$ cat config.mk
export PLATFORM = sky130hd
export DESIGN_NAME = pin_bus_arbiter
export DESIGN_NICKNAME = d
export VERILOG_FILES = /design/src/rtl/pin_bus_arbiter.sv
export SDC_FILE = /design/constraint.sdc
export NUM_CORES = 1
export LEC_CHECK = 0
export BUFFER_PORTS_ARGS = -buffer_cell sky130_fd_sc_hd__buf_2
export CORE_MARGIN = 3
export CORE_UTILIZATION = 45
export DETAILED_ROUTE_END_ITERATION = 12
export GPL_TIMING_DRIVEN = 0
export PLACE_DENSITY_LB_ADDON = 0.15
export SETUP_SLACK_MARGIN = 0.3
export SLEW_MARGIN = 20
export SYNTH_ARGS = -nofsm -noshare
export SYNTH_HDL_FRONTEND = slang
export SYNTH_SLANG_ARGS = --single-unit
$ cat constraint.sdc
create_clock -name clk -period 2.1 [get_ports clk]
set_input_delay 0.21 -clock clk [delete_from_list [all_inputs] [get_ports clk]]
set_output_delay 0.21 -clock clk [all_outputs]
set_load 0.02 [all_outputs]
$ cat src/rtl/pin_bus_arbiter.sv
// Round-robin arbiter sharing one registered master-side pin bus among NUM_REQ requesters.
// Each grant runs IDLE -> BUSY (until ack/err/timeout) -> DONE, returning a one-cycle completion pulse.
module pin_bus_arbiter #(
    parameter int NUM_REQ    = 2,
    parameter int ADDR_WIDTH = 16,
    parameter int DW         = 8,
    parameter int TIMEOUT    = 15
) (
    input  logic                          clk,
    input  logic                          rst,
    input  logic [NUM_REQ-1:0]            m_req,
    input  logic [NUM_REQ-1:0]            m_rw,
    input  logic [NUM_REQ*ADDR_WIDTH-1:0] m_address,
    input  logic [NUM_REQ*DW-1:0]         m_wr_data,
    output logic [NUM_REQ-1:0]            m_ack,
    output logic [NUM_REQ-1:0]            m_err,
    output logic [DW-1:0]                 m_rd_data,
    output logic [((NUM_REQ > 1) ? $clog2(NUM_REQ) : 1)-1:0] grant_id,
    output logic                          busy,
    output logic [ADDR_WIDTH-1:0]         address,
    output logic [DW-1:0]                 wr_data,
    output logic                          rw,
    output logic                          req,
    input  logic [DW-1:0]                 rd_data,
    input  logic                          ack,
    input  logic                          err
);
    localparam int          GW = (NUM_REQ > 1) ? $clog2(NUM_REQ) : 1;
    localparam int          TW = $clog2(TIMEOUT + 1);
    localparam int unsigned NR = NUM_REQ;

    typedef enum logic [1:0] {IDLE, BUSY, DONE} state_t;

    state_t        state;
    logic [GW-1:0] last_grant;
    logic [GW-1:0] win;
    logic [GW-1:0] cand;
    logic          found;
    logic [TW-1:0] timer;
    logic          timeout_hit;
    int unsigned   idx;

    // Search starts one past the last winner so a continuous requester cannot starve others.
    always_comb begin
        win   = '0;
        cand  = '0;
        found = 1'b0;
        idx   = 0;
        for (int unsigned off = 1; off <= NR; off++) begin
            idx = 32'(last_grant) + off;
            if (idx >= NR) idx = idx - NR;
            cand = GW'(idx);
            if (!found && m_req[cand]) begin
                found = 1'b1;
                win   = cand;
            end
        end
    end

    assign timeout_hit = (timer == TW'(TIMEOUT - 1));

    always_ff @(posedge clk or posedge rst) begin
        if (rst) begin
            state      <= IDLE;
            last_grant <= GW'(NUM_REQ - 1);
            grant_id   <= '0;
            timer      <= '0;
            busy       <= 1'b0;
            req        <= 1'b0;
            rw         <= 1'b0;
            address    <= '0;
            wr_data    <= '0;
            m_ack      <= '0;
            m_err      <= '0;
            m_rd_data  <= '0;
        end else begin
            m_ack <= '0;
            m_err <= '0;
            case (state)
                IDLE: begin
                    if (found) begin
                        address    <= m_address[int'(win)*ADDR_WIDTH +: ADDR_WIDTH];
                        wr_data    <= m_wr_data[int'(win)*DW +: DW];
                        rw         <= m_rw[win];
                        req        <= 1'b1;
                        grant_id   <= win;
                        last_grant <= win;
                        timer      <= '0;
                        busy       <= 1'b1;
                        state      <= BUSY;
                    end
                end
                BUSY: begin
                    timer <= timer + 1'b1;
                    if (err || timeout_hit) begin
                        req             <= 1'b0;
                        m_err[grant_id] <= 1'b1;
                        state           <= DONE;
                    end else if (ack) begin
                        req             <= 1'b0;
                        m_ack[grant_id] <= 1'b1;
                        if (!rw) m_rd_data <= rd_data;
                        state           <= DONE;
                    end
                end
                DONE: begin
                    busy  <= 1'b0;
                    state <= IDLE;
                end
                default: begin
                    req   <= 1'b0;
                    busy  <= 1'b0;
                    state <= IDLE;
                end
            endcase
        end
    end
endmodule

==> out/summary.md <==
After synthesis, the mean cell area works out to 11.5 sq um. The H-tree generated during clock tree synthesis spans 2 levels. The run gives 0 as the antenna diode count.

By instance count, the leading cell after synthesis is dfrtp_1. The detailed router placed 1773 vias in this run. Flip-flop cell with the highest count after synthesis: dfrtp_1. The die is 74.3 um wide. The post-synthesis cell type with the largest combined area was dfrtp_1.

The critical path runs through a total of 5 cells. By count the netlist is led by dfrtp_1, o21ai_0, mux2i_1. The number of fill cells was 396; the register bit count reported by yosys was 47. Worst reg2reg path startpoint: timer[0]$_DFFE_PP0P_. For the total routing usage reported by global routing, the log shows 0.186. The final hold slack was 0.143 ns; the worst slew margin relative to its limit was 0.557.

Synthesis handed over a netlist of 182 instances. Remaining global-route overflow: 0. From synthesis to final layout, the design area changed by 35.5%. The share of cell area taken by muxes after synthesis is 0.148, and the number of synthesized flops with an enable pin is 0.

The first global-routing pass estimated 7980 um of wire. Walking the worst path, the cells encountered are inv_1 -> ha_1 -> a31oi_4 -> nand4b_4 -> mux2_2. The total DRC errors in the routed layout was 0; the minimum clock period was 1.67 ns. The number of buffers created by CTS was 5. The first routing iteration left 73 violations.

The portion of synthesized cell area occupied by the leading cell type came out at 0.548. Sorting the synthesized cells by area gives the leading types as dfrtp_1, mux2i_1, o21ai_0. The die covers 0.00552 sq mm. Clock-pin slew was measured on the worst setup and hold paths at 0.08 ns.

The via count of the first global-routing pass was 1727. Capture instance of the worst register-to-register path: m_rd_data[4]$_DFFE_PP0P_. The worst hold path belongs to the class input port to flip-flop. The critical setup path kind is flip-flop to flip-flop. Cell type of the slowest stage on the worst timing path: dfrtp_1. The tools report the start point of the critical path as timer[0]$_DFFE_PP0P_. Largest voltage drop on the vdd net: 0.000674 V.

The highest net fanout along the worst path was 8. The layout cell share with drive strength beyond 1 is 0.441. TritonCTS built the clock tree.

The run gives 0.00210 sq mm as the cell area after technology mapping. Number of distinct library cells after synthesis: 34. The initial core utilization came out at 0.473. The routed wire length was 4920 um; the number of cells on the worst reg-to-reg path was 5. The share of the cycle needed by the critical path after routing works out to 0.796. The complex-gate fraction of the synthesized area came out at 0.172.

STA puts the critical path data arrival time at 1.86 ns. The run gives 0.749 as the last weighted congestion value of the routability-driven placer. STA classifies the critical path endpoint as a flip-flop. The slew at the pin with the worst max-slew slack is 0.658 ns.

The logs give 248 for the post-synthesis net count and 0 for the number of slew-limit violations in the final report. Dominant combinational cell family by area after synthesis: compound AO/OA/AOI/OAI gates. The total area inside the core boundary comes to 0.00444 sq mm.

The run gives 0 as the number of warnings issued by yosys. Setup violations remaining at the end of the flow were counted as 0. For this run, the slowest stage of the critical path takes 0.43 ns. After the last flow step, the layout net total stands at 360. The tool flagged a number of max-cap violations equal to 0. The sequential element share of the synthesized area is 0.560, and the number of antenna violations at the first check in global routing is 0. The run finished with clean final reports. For this run, the detailed router's first-pass iteration total came to 4. For flop-to-flop paths, the worst setup slack is 0.43 ns. The fraction of the mapped netlist area in simple logic gates is 0.0697. At the later pin of the worst-skew pair, clock insertion delay measures 0.29 ns. In this run the remaining antenna-violating nets after routing total 0. The power density over cell area was 1440 mW/mm^2.

For this run, the top clock speed supported by timing is 598 MHz. The clock drives 47 sinks. The xor/xnor cell area share of the yosys netlist was 0.00417; the final setup skew was 0.00452 ns.

Once the clock tree was built, the setup fixing pass inserted 0 buffers. Entering global routing, the biggest net connects 31 pins. After floorplanning, the core was divided into 24 placement rows. The overall die height is 74.3 um, and the routed wire length per instance is 14.2 um.

In this run the static leakage power is 1.44 nW. Port buffering added 103 buffers. The tree is rooted in a clkbuf_8. The count of boundary I/O pins was 104.

Grouping stages by cell kind, the critical path spends the most delay in flip-flops. For the number of buffers on the longest clock path, the log shows 2. The data required time of the critical path was 2.28 ns; the sum of net half-perimeters after detailed placement was 3770 um.

The tools report the number of endpoints with negative hold slack in the final report as 0. Adder-cell share of the synthesized area: 0.0119. STA classifies the critical path startpoint as a flip-flop. The share of flip-flops with an asynchronous set or reset was 1.00; the number of buffers and inverters on the critical path was 1. In this run the worst setup path terminates at m_rd_data[4]$_DFFE_PP0P_. In the final timing run, aggregate negative setup slack is 0 ns. Setup repair after global routing left no endpoint under its margin. In the routed layout, each cell is associated on average with a via count of 5.11.
-- registers in the layout, summed over array words and instances (netlist names), 2 cells and up --
register / flops
m_err: 2
wr_data: 8
timer: 4
m_ack: 2
m_rd_data: 8
state: 2
address: 16
-- kinds of logic after synthesis --
family                     count (synthesis)
and+or+nand+nor                           26
adders and majority gates                  2
xor gates and xnor gates                   1
buffers and inverters                     16
muxes                                     30
AOI/OAI and AO/OA                         60
DFF                                       47
-- cell usage in the layout, fill, tap and decap left out, types with 2 or more instances in the layout --
cell type / count
mux2_2: 8
clkbuf_8: 6
o22ai_1: 3
or3_1: 4
buf_2: 104
nor3_1: 2
o21ai_0: 44
dfrtp_1: 46
inv_1: 5
nor2_1: 6
ha_1: 2
o221a_1: 4
clkbuf_1: 7
nand2_1: 5
mux2i_1: 22
nand3_1: 3
-- worst min-delay path by stage --
stage,to,cells after the start,from
2_1_floorplan,m_ack[0]$_DFF_PP0_,2,ack
3_3_place_gp,m_rd_data[4]$_DFFE_PP0P_,2,rd_data[4]
3_5_place_dp,m_rd_data[4]$_DFFE_PP0P_,2,rst
4_1_cts,m_rd_data[6]$_DFFE_PP0P_,2,rd_data[6]
5_1_grt,m_rd_data[3]$_DFFE_PP0P_,2,rd_data[3]
6_report,m_rd_data[6]$_DFFE_PP0P_,2,rd_data[6]
-- worst reg2reg max path, stage by stage (launching register included) --
cell,delay (ns)
dfrtp_1,0.43
inv_1,0.06
ha_1,0.22
a31oi_4,0.31
nand4b_4,0.22
mux2_2,0.32
-- cell type report --
| class | count | area, sq um | area share |
|---|---|---|---|
| Sequential cell | 47 | 1180 | 0.414 |
| Multi-Input combinational cell | 119 | 868 | 0.305 |
| Timing Repair Buffer | 105 | 546 | 0.192 |
| Clock inverter | 2 | 35.0 | 0.0123 |
| Inverter | 6 | 22.5 | 0.00791 |
| Clock buffer | 6 | 82.6 | 0.0290 |
| Buffer | 10 | 50.0 | 0.0176 |
| Tap cell | 52 | 65.1 | 0.0229 |
-- power by group --
part | switching, mW | total (mW) | internal, mW
Clock | 0.288 | 0.673 | 0.385
Combinational | 1.14 | 1.86 | 0.722
Sequential | 0.241 | 1.56 | 1.32
Total | 1.67 | 4.10 | 2.43
-- layer usage --
metal  global-route usage  part of all wire  routed length (um)  up-vias
li1                     -                 -                   -      880
met1                0.240              0.42                2060      827
met2                0.308              0.51                2510       58
met3               0.0459             0.060                 295        8
met4               0.0632             0.013                  62        0
met5                    0                 0                   0        -
-- through the flow --
step                instance area, sq um  cells  setup WS (ns)   util  total power [mW]
floorplan                           2100    182          0.470      -              2.77
global placement                    2680    337          0.154  0.603              3.39
detailed placement                  2700    338          0.253  0.608              3.44
CTS                                 2840    347          0.313  0.639              4.13
global route                        2850    347          0.335  0.640              4.37
finish                              2850    347          0.428  0.640              4.10
-- timing repair --
item / 4_1_cts / 5_1_grt
endpoints found under the setup margin: 8 / 8
hold endpoints to repair: 17 / 0
resized for setup: 1 / 1
hold buffers: 1 / 0
No activity file was read; power rests on OpenSTA's default activity.
